$ cat src/rtl/alu_exec_unit.sv
// alu_exec_unit: handshaked ALU execute stage with an optional multi-cycle multiplier.
//
// An operation is accepted on a rising edge where inValid && inReady. Single-cycle ops
// (add, sub, and, or, nor, slt, illegal) present their result on the next cycle. When the
// multiplier is built in, a multiply runs a shift-add loop for WIDTH cycles before the
// result is presented. The result registers hold until the consumer takes them with
// outReady. A new op can be accepted in the same cycle, so single-cycle ops can issue
// back to back at one op per cycle.
//
// Build option: define ALU_MULT_EN to include the MUL state, the multiplier and resultHi.
// Without it, funct 011000 decodes as illegal and resultHi is tied to 0.
//
// Ports:
//   clk       clock, rising edge
//   reset_n   asynchronous active-low reset
//   inValid   operation presented          inReady   unit accepts this cycle
//   aluOp     main-decoder ALU class       funct     R-type function field
//   srcA/srcB operands (WIDTH bits)
//   outValid  result outputs hold a completed op
//   outReady  consumer takes the result this cycle
//   result    low/primary result           resultHi  high product word (0 for non-mult)
//   aluCtr    decoded control code of the completed op
//   zero      result == 0                  illegal   completed op had no valid decode
module alu_exec_unit #(
  parameter int unsigned WIDTH = 32
) (
  input  logic             clk,
  input  logic             reset_n,
  input  logic             inValid,
  output logic             inReady,
  input  logic [1:0]       aluOp,
  input  logic [5:0]       funct,
  input  logic [WIDTH-1:0] srcA,
  input  logic [WIDTH-1:0] srcB,
  output logic             outValid,
  input  logic             outReady,
  output logic [WIDTH-1:0] result,
  output logic [WIDTH-1:0] resultHi,
  output logic [3:0]       aluCtr,
  output logic             zero,
  output logic             illegal
);

  localparam logic [3:0] CtrAnd = 4'b0000;
  localparam logic [3:0] CtrOr  = 4'b0001;
  localparam logic [3:0] CtrAdd = 4'b0010;
  localparam logic [3:0] CtrSub = 4'b0110;
  localparam logic [3:0] CtrSlt = 4'b0111;
  localparam logic [3:0] CtrMul = 4'b1000;
  localparam logic [3:0] CtrNor = 4'b1100;
  localparam logic [3:0] CtrIll = 4'b1111;

`ifdef ALU_MULT_EN
  typedef enum logic [1:0] {StIdle, StMul, StHold} state_e;
  // Counts the WIDTH multiply iterations; never narrower than 5 bits.
  localparam int unsigned CntW = ($clog2(WIDTH) > 5) ? $clog2(WIDTH) : 5;
`else
  typedef enum logic [1:0] {StIdle, StHold} state_e;
`endif

  state_e state_q, state_d;

  logic [WIDTH-1:0] result_q, result_d;
  logic [3:0]       alu_ctr_q, alu_ctr_d;
  logic             zero_q, zero_d;
  logic             illegal_q, illegal_d;

`ifdef ALU_MULT_EN
  logic [WIDTH-1:0] result_hi_q, result_hi_d;
  logic [WIDTH-1:0] mcand_q, mcand_d;
  logic [WIDTH-1:0] prod_hi_q, prod_hi_d;
  logic [WIDTH-1:0] prod_lo_q, prod_lo_d;
  logic [CntW-1:0]  cnt_q, cnt_d;
  logic [WIDTH:0]   mul_sum;
  logic [WIDTH-1:0] mul_hi_next;
  logic [WIDTH-1:0] mul_lo_next;
`endif

  logic             accept;
  logic             is_mult_code;
  logic [3:0]       dec_ctr;
  logic             dec_illegal;
  logic             dec_mult;
  logic [WIDTH-1:0] exec_res;

  // Operation decode
  assign is_mult_code = (funct == 6'b011000);

  always_comb begin
    dec_ctr     = CtrIll;
    dec_illegal = 1'b1;
    dec_mult    = 1'b0;
    case (aluOp)
      2'b00: begin
        dec_ctr     = CtrAdd;
        dec_illegal = 1'b0;
      end
      2'b01: begin
        dec_ctr     = CtrSub;
        dec_illegal = 1'b0;
      end
      default: begin
        if (is_mult_code) begin
`ifdef ALU_MULT_EN
          dec_ctr     = CtrMul;
          dec_illegal = 1'b0;
          dec_mult    = 1'b1;
`else
          dec_ctr     = CtrIll;
          dec_illegal = 1'b1;
`endif
        end else begin
          dec_illegal = 1'b0;
          case (funct[3:0])
            4'b0000: dec_ctr = CtrAdd;
            4'b0010: dec_ctr = CtrSub;
            4'b0100: dec_ctr = CtrAnd;
            4'b0101: dec_ctr = CtrOr;
            4'b0111: dec_ctr = CtrNor;
            4'b1010: dec_ctr = CtrSlt;
            default: begin
              dec_ctr     = CtrIll;
              dec_illegal = 1'b1;
            end
          endcase
        end
      end
    endcase
  end

  // Single-cycle datapath; illegal codes fall through to 0
  always_comb begin
    exec_res = {WIDTH{1'b0}};
    case (dec_ctr)
      CtrAdd:  exec_res = srcA + srcB;
      CtrSub:  exec_res = srcA - srcB;
      CtrAnd:  exec_res = srcA & srcB;
      CtrOr:   exec_res = srcA | srcB;
      CtrNor:  exec_res = ~(srcA | srcB);
      CtrSlt:  exec_res = {{(WIDTH-1){1'b0}}, ($signed(srcA) < $signed(srcB))};
      default: exec_res = {WIDTH{1'b0}};
    endcase
  end

`ifdef ALU_MULT_EN
  // One shift-add step: conditionally add the multiplicand into the high half, then shift
  // the {carry, hi, lo} pair right. The multiplier bits drain out of lo as product bits
  // shift in.
  assign mul_sum     = {1'b0, prod_hi_q} + {1'b0, (prod_lo_q[0] ? mcand_q : {WIDTH{1'b0}})};
  assign mul_hi_next = mul_sum[WIDTH:1];
  assign mul_lo_next = {mul_sum[0], prod_lo_q[WIDTH-1:1]};
`endif

  // Handshake outputs. inReady is forced low while reset is held.
  always_comb begin
    inReady = 1'b0;
    case (state_q)
      StIdle:  inReady = reset_n;
      StHold:  inReady = outReady;
      default: inReady = 1'b0;
    endcase
  end

  assign outValid = (state_q == StHold);
  assign accept   = inValid && inReady;

  // Next-state and register updates
  always_comb begin
    state_d     = state_q;
    result_d    = result_q;
    alu_ctr_d   = alu_ctr_q;
    zero_d      = zero_q;
    illegal_d   = illegal_q;
`ifdef ALU_MULT_EN
    result_hi_d = result_hi_q;
    mcand_d     = mcand_q;
    prod_hi_d   = prod_hi_q;
    prod_lo_d   = prod_lo_q;
    cnt_d       = cnt_q;
`endif

    case (state_q)
      StIdle, StHold: begin
        if (accept) begin
`ifdef ALU_MULT_EN
          if (dec_mult) begin
            // Result registers keep their old values; outValid is low while multiplying.
            mcand_d   = srcA;
            prod_hi_d = {WIDTH{1'b0}};
            prod_lo_d = srcB;
            cnt_d     = {CntW{1'b0}};
            state_d   = StMul;
          end else begin
            result_d    = exec_res;
            result_hi_d = {WIDTH{1'b0}};
            alu_ctr_d   = dec_ctr;
            zero_d      = (exec_res == {WIDTH{1'b0}});
            illegal_d   = dec_illegal;
            state_d     = StHold;
          end
`else
          result_d  = exec_res;
          alu_ctr_d = dec_ctr;
          zero_d    = (exec_res == {WIDTH{1'b0}});
          illegal_d = dec_illegal;
          state_d   = StHold;
`endif
        end else if (state_q == StHold && outReady) begin
          state_d = StIdle;
        end
      end
`ifdef ALU_MULT_EN
      StMul: begin
        prod_hi_d = mul_hi_next;
        prod_lo_d = mul_lo_next;
        if (cnt_q == CntW'(WIDTH - 1)) begin
          // Last iteration: publish the full product together with the state change.
          result_d    = mul_lo_next;
          result_hi_d = mul_hi_next;
          alu_ctr_d   = CtrMul;
          zero_d      = (mul_lo_next == {WIDTH{1'b0}});
          illegal_d   = 1'b0;
          cnt_d       = {CntW{1'b0}};
          state_d     = StHold;
        end else begin
          cnt_d = cnt_q + 1'b1;
        end
      end
`endif
      default: state_d = StIdle;
    endcase
  end

  always_ff @(posedge clk or negedge reset_n) begin
    if (!reset_n) begin
      state_q     <= StIdle;
      result_q    <= {WIDTH{1'b0}};
      alu_ctr_q   <= 4'b0000;
      zero_q      <= 1'b0;
      illegal_q   <= 1'b0;
`ifdef ALU_MULT_EN
      result_hi_q <= {WIDTH{1'b0}};
      mcand_q     <= {WIDTH{1'b0}};
      prod_hi_q   <= {WIDTH{1'b0}};
      prod_lo_q   <= {WIDTH{1'b0}};
      cnt_q       <= {CntW{1'b0}};
`endif
    end else begin
      state_q     <= state_d;
      result_q    <= result_d;
      alu_ctr_q   <= alu_ctr_d;
      zero_q      <= zero_d;
      illegal_q   <= illegal_d;
`ifdef ALU_MULT_EN
      result_hi_q <= result_hi_d;
      mcand_q     <= mcand_d;
      prod_hi_q   <= prod_hi_d;
      prod_lo_q   <= prod_lo_d;
      cnt_q       <= cnt_d;
`endif
    end
  end

  assign result  = result_q;
  assign aluCtr  = alu_ctr_q;
  assign zero    = zero_q;
  assign illegal = illegal_q;
`ifdef ALU_MULT_EN
  assign resultHi = result_hi_q;
`else
  assign resultHi = {WIDTH{1'b0}};
`endif

endmodule

$ cat config.mk
export PLATFORM = sky130hd
export DESIGN_NAME = alu_exec_unit
export DESIGN_NICKNAME = d
export VERILOG_FILES = /design/src/rtl/alu_exec_unit.sv
export SDC_FILE = /design/constraint.sdc
export NUM_CORES = 1
export LEC_CHECK = 0
export BUFFER_PORTS_ARGS = -buffer_cell sky130_fd_sc_hd__buf_2
export CORE_AREA = 2 2 161 163
export DETAILED_ROUTE_END_ITERATION = 8
export DIE_AREA = 0 0 163 165
export GPL_TIMING_DRIVEN = 1
export SLEW_MARGIN = 0
export SYNTH_ARGS = -nofsm -noshare
export SYNTH_HDL_FRONTEND = slang
export SYNTH_SLANG_ARGS = --single-unit
$ cat constraint.sdc
create_clock -name clk -period 2.2 [get_ports clk]
set_input_delay 0.11 -clock clk [delete_from_list [all_inputs] [get_ports clk]]
set_output_delay 0.11 -clock clk [all_outputs]
set_load 0.005 [all_outputs]
==> flow_metrics.tcl, run 1 <==
set metrics [dict create \
    boundaryPins 148 \
    post-route-drc-count 0 \
    worstHoldPathType "input pin to flop" \
    async_reset_ff_frac 1.00 \
    nets 1687 \
    setup_viol 22 \
    dominantRegCellSynth "dfrtp_1" \
    postLayoutSetupSlackWorst_ns -1.03 \
    cts_buffers 5 \
    design_area_sq_um 12900 \
    maxCapViolCount 0 \
    cts_buffer_depth 2 \
    cts_root_buf "clkbuf_16" \
    routed-via-count 9743 \
    clock-sinks 39 \
    area_delta_synth_final_pct 74.6 \
    critPathCaptureType "flop" \
    slew_viol_final 0 \
    cellPowerDensity_nw_per_um2 423 \
    hold_viol_final 0 \
    port_buffers 113 \
    fin_crit_ns 3.23 \
    drt_iter0_drc 745 \
    yosysWarnings 0 \
    chipHeight_microns 165 \
    dp_hpwl_mm 25.3 \
    gp_congestion 0.984 \
    synth_area_leaders "ha_1 16%, dfrtp_1 13%, a21oi_1 5.9%, o21ai_0 5.5%, inv_1 4.9%" \
    ant_nets 0 \
    grt_pass1_wl_mm 48.4 \
    overflow 0 \
    required_ns 2.42 \
    fill_cells 2344 \
    leakage_nw 6.00 \
    yosysUniqueCellTypes 75 \
    rows 58 \
    max-vdd-ir-drop_mv 0.639 \
    fmax_mhz 309 \
    rr_worst_depth 7 \
    grt_max_degree 60 \
    worstPathArrival_ns 3.45 \
    cts_tree "yes" \
    totalWireLength_mm 31.8 \
    maxSlewHeadroom 0.557 \
    coreArea_sq_um 25000 \
    synth-seq-cells 39 \
    worstSetupStartpointType "input pin" \
    die_w_microns 163 \
    outcome "finished with violations" \
    cp_max_fo 3 \
    syn_inst 1051 \
    viasPerCell 5.28 \
    die_area_sq_um 26900 \
    startpoint "srcB[1]" \
    period_share 1.47 \
    htreeDepth 2 \
    antenna_cells 0 \
    violations "negative setup slack" \
    synth-edff-count 0 \
    yosysTopAreaCellShare 0.162 \
    insertion_delay_ns 0.28 \
    cp-endpoint "zero" \
    setup_tns_ns -6.69 \
    clkTransAtPathRegs_ns 0.06 \
    post_synth.cell_area_avg_sq_um 7.05 \
    grtUsageTotal 0.225 \
    wire_per_inst_microns 17.2 \
    synth-seq-area-share 0.132 \
    drtPass1Iterations 7 \
    worst_pin_slew_ns 0.658 \
    fin_skew_ns 0.00484 \
    synth_largest_area_cell "ha_1" \
    worstReg2RegStart "state_q[0]" \
    path_class "input pin to flop" \
    netlist_top_cells_count "96 x ha_1, 96 x inv_1, 94 x nand2_1, 87 x a21oi_1, 82 x o21ai_0" \
    synth_area_sq_um 7410 \
    antenna_found_initial 0 \
    dpl-instance-area_sq_um 11100 \
    r2r_end "zero" \
    rsz0062_at_grt "yes" \
    reg2reg_slack_ns 0.11 \
    drive_above_1_share 0.508 \
    initial_core_util 0.296 \
    grt_pass1_vias 9205 \
]
==> cells in the final DEF, fill, tap and decap left out, types with 7 or more instances in the layout <==
cell type  instances
buf_4            387
a221o_1            7
nand4_1           11
ha_1              68
nor3_1            12
and2_1             8
inv_1             71
a21oi_2           22
o31ai_4            7
nand2_1           87
nor2b_1            7
o221ai_1           9
a21o_1            13
o21ai_0           65
conb_1            32
a31oi_1           20
mux2_2            14
nor3_2             7
o211ai_1           9
nand2b_1           7
dfrtp_1           39
buf_2             99
o21ai_1           11
a21oi_1           61
ha_4              23
buf_6             32
nor2_1            68
inv_2             19
a211oi_1          22
nand3_1           31
==> where the power goes <==
group          internal, W  switching (W)  total [W]
registers         0.000895      0.0000990   0.000994
clock network     0.000481       0.000274   0.000756
logic              0.00186        0.00187    0.00373
==> final cells by class <==
type                       instances  area (sq um)  area share
inverter                          97           397      0.0306
clock inverter                     1          7.51    0.000580
clock buffer                       7           153      0.0118
tap                              330           413      0.0319
sequential                        39           976      0.0754
timing repair buffer             526          3880       0.300
multi-input combinational        844          7110       0.550
==> metrics by stage <==
| step | worst slack [ns] | hold slack (ns) | instances | utilization | power (W) |
|---|---|---|---|---|---|
| 6_report | -1.03 | 0.0365 | 1844 | 0.517 | 0.00547 |
| 5_1_grt | -1.14 | 0.0402 | 1844 | 0.517 | 0.00581 |
| 4_1_cts | -1.02 | 0.0349 | 1820 | 0.490 | 0.00519 |
| 3_5_place_dp | -1.55 | 0.214 | 1789 | 0.442 | 0.00403 |
| 3_3_place_gp | -1.51 | 0.211 | 1789 | 0.442 | 0.00399 |
| 2_1_floorplan | -0.866 | -0.186 | 1082 | - | 0.00251 |
==> worst max-delay path, stage by stage <==
cell,delay [ns]
buf_8,0.08
clkinvlp_4,0.12
ha_4,0.28
a211oi_4,0.30
nor3_4,0.11
or3_4,0.42
a21boi_2,0.17
xnor2_1,0.10
a222oi_1,0.33
buf_4,0.19
nand2_1,0.04
or4_1,0.47
or4_4,0.43
nor3_2,0.11
a32o_2,0.18
==> how the worst min path moves through the flow <==
stage / start / to / depth (start not counted)
floorplan: reset_n / aluCtr[0] / 0
global placement: reset_n / aluCtr[3] / 2
detailed placement: reset_n / aluCtr[3] / 2
CTS: outReady / state_q[0] / 2
global route: outReady / state_q[0] / 2
finish: outReady / state_q[0] / 2
==> kinds of logic (layout without fill, tap and decap cells) <==
family | after synthesis | in the layout | share of synthesized area
compound gates | 377 | 377 | 0.340
simple gates | 305 | 305 | 0.194
buf+inv | 199 | 631 | 0.121
fa+ha+maj | 98 | 98 | 0.167
flops | 39 | 39 | 0.132
mux | 26 | 26 | 0.0381
xor+xnor | 6 | 6 | 0.00709
other cells | 1 | 32 | 0.000506
==> flip-flops by register name, summed over array words and instances, names as in the netlist <==
signal   cells
illegal      1
aluCtr       4
result      32
state_q      1
zero         1
==> per-layer routing <==
metal | track usage | vias to the layer above | wire length [microns]
met4 | 0.0619 | 0 | 870
met3 | 0.0291 | 63 | 2080
met1 | 0.296 | 4612 | 13900
met5 | 0 | - | 0
li1 | - | 4684 | -
met2 | 0.387 | 384 | 14900
==> what timing repair did <==
action	in CTS	in global routing
hold endpoints to repair	39	0
hold buffers	1	0
setup endpoints to repair	26	26
resized for setup	171	124
setup buffers	25	29
pin swaps	62	69
Note: power is estimated with default switching activity, not from simulation.
==> inputs of run 2 (changes only) <==
--- a/config.mk
+++ b/config.mk
@@ -10,6 +10,8 @@
 export DETAILED_ROUTE_END_ITERATION = 8
 export DIE_AREA = 0 0 163 165
 export GPL_TIMING_DRIVEN = 1
+export MAX_ROUTING_LAYER = met4
+export PLACE_DENSITY_LB_ADDON = 0.1
 export SLEW_MARGIN = 0
 export SYNTH_ARGS = -nofsm -noshare
 export SYNTH_HDL_FRONTEND = slang
==> flow_metrics.tcl, run 2 (same netlist as run 1, synthesis figures left out) <==
set metrics [dict create \
    rr_worst_depth 7 \
    setup_viol 20 \
    drive_above_1_share 0.516 \
    min_path_cells 2 \
    p_switching_w 0.00232 \
    cts_buffers 5 \
    fmax_mhz 308 \
    worstReg2RegStart "state_q[0]" \
    outcome "finished with violations" \
    rsz0062_at_grt "yes" \
    period_share 1.48 \
    viasPerCell 5.08 \
    power_frac_seq 0.178 \
    fill_cells 2458 \
    slew_viol_final 0 \
    leakage_nw 6.14 \
    max-vdd-ir-drop_mv 0.350 \
    met2_usage 0.422 \
    port_buffers 113 \
    startpoint "srcB[5]" \
    antenna_found_initial 0 \
    htreeDepth 2 \
    cellPowerDensity_nw_per_um2 432 \
    dp_hpwl_mm 26.7 \
    cp-endpoint "zero" \
    p_clk_frac 0.152 \
    required_ns 2.42 \
    setup_tns_ns -6.97 \
    coreArea_sq_um 25000 \
    chipHeight_microns 165 \
    dp_slack_ns -1.76 \
    seqCellArea_sq_um 976 \
    cp_max_fo 3 \
    final_cell_mix "397 x buf_4, 102 x buf_2, 89 x nand2_1, 76 x inv_1, 71 x ha_1" \
    grtUsageTotal 0.245 \
    p_sw_frac 0.408 \
    grt_pass1_wl_mm 50.8 \
    cts_buffer_depth 2 \
    grt_pass1_vias 9369 \
    cts_tree "yes" \
    multi_input_comb_area_sq_um 7120 \
    fin_skew_ns 0.00563 \
    grt_max_degree 60 \
    routed-via-count 9461 \
    maxSlewHeadroom 0.455 \
    totalWireLength_mm 32.6 \
    critPathCaptureType "flop" \
    clock-sinks 39 \
    grt-busiest-layer "met2" \
    path_class "input pin to flop" \
    hold_viol_final 0 \
    worstSetupStartpointType "input pin" \
    p_int_w 0.00336 \
    fin_hold_ws_ns 0.0295 \
    postLayoutSetupSlackWorst_ns -1.05 \
    overflow 0 \
    violations "negative setup slack" \
    drtPass1Iterations 5 \
    insertion_delay_ns 0.28 \
    cts_root_buf "clkbuf_16" \
    final_common_cell "buf_4" \
    r2r_end "zero" \
    die_w_microns 163 \
    drt_iter0_drc 569 \
    die_area_sq_um 26900 \
    worstHoldPathType "input pin to flop" \
    pwr-share-comb 0.670 \
    instances_no_fill 1861 \
    wire_per_inst_microns 17.5 \
    fin_crit_ns 3.25 \
    boundaryPins 148 \
    area_delta_synth_final_pct 77.3 \
    gp_congestion 1.00 \
    post-place-cells 1800 \
    ant_nets 0 \
    worstPathArrival_ns 3.47 \
    groute.layer.met3.usage 0.0171 \
    maxCapViolCount 0 \
    worst_pin_slew_ns 0.809 \
    initial_core_util 0.296 \
    reg2reg_slack_ns 0.11 \
    post-route-drc-count 0 \
    antenna_cells 0 \
    clkTransAtPathRegs_ns 0.06 \
    rows 58 \
    met1_usage 0.321 \
    largest_reg_flops 32 \
    nets 1704 \
]
==> run 2: stage by stage <==
step	area (sq um)	util	total power (W)
global placement	11200	0.448	0.00409
finish	13100	0.525	0.00568
global route	13100	0.525	0.00604
CTS	12700	0.507	0.00548
floorplan	7920	-	0.00251
detailed placement	11200	0.448	0.00410
==> run 2: how the worst min path moves through the flow <==
stage / start / endpoint / slack [ns]
2_1_floorplan: reset_n / aluCtr[0] / -0.19
3_3_place_gp: reset_n / illegal / 0.23
3_5_place_dp: reset_n / aluCtr[0] / 0.23
4_1_cts: outReady / state_q[0] / 0.04
5_1_grt: outReady / state_q[0] / 0.05
6_report: outReady / state_q[0] / 0.03
==> run 2: power by group through the flow <==
stage | clock network, W | registers (W) | logic (W)
after CTS | 0.000867 | 0.00101 | 0.00360
after global placement | 0 | 0.00102 | 0.00307
after detailed placement | 0 | 0.00102 | 0.00308
final | 0.000861 | 0.00101 | 0.00381
after floorplan | 0 | 0.00101 | 0.00150
after global routing | 0.000897 | 0.00102 | 0.00411
==> run 2: worst max-delay path, stage by stage <==
cell	delay, ns
buf_8	0.08
inv_4	0.03
ha_4	0.27
buf_4	0.11
nand4_1	0.24
o22ai_2	0.36
o21ai_1	0.15
nand4b_1	0.18
buf_6	0.16
a21oi_4	0.07
a221oi_2	0.32
nor2_1	0.08
or4_1	0.51
or4_4	0.49
nor3_2	0.12
a32o_2	0.18
==> run 2: layer usage <==
layer,vias to the layer above,wire length (microns)
met4,0,684
met3,43,1260
met2,251,15600
met1,4443,15100
li1,4724,-
met5,-,0
==> run 2: layout make-up <==
type                    count  area share
multi-input cells         844       0.542
repair buffers            543       0.309
flip-flops and latches     39      0.0742
well taps                 330      0.0314
inverters                  97      0.0306
clock buffers               5     0.00952
clock inverters             3     0.00362
==> run 2: timing repair <==
action                                  in CTS  in global routing
endpoints found under the setup margin      26                 28
pin swaps                                   65                 52
gates resized for setup                    214                 70
buffers inserted                            38                 20
hold buffers                                 1                  0
hold endpoints to repair                    39                  0
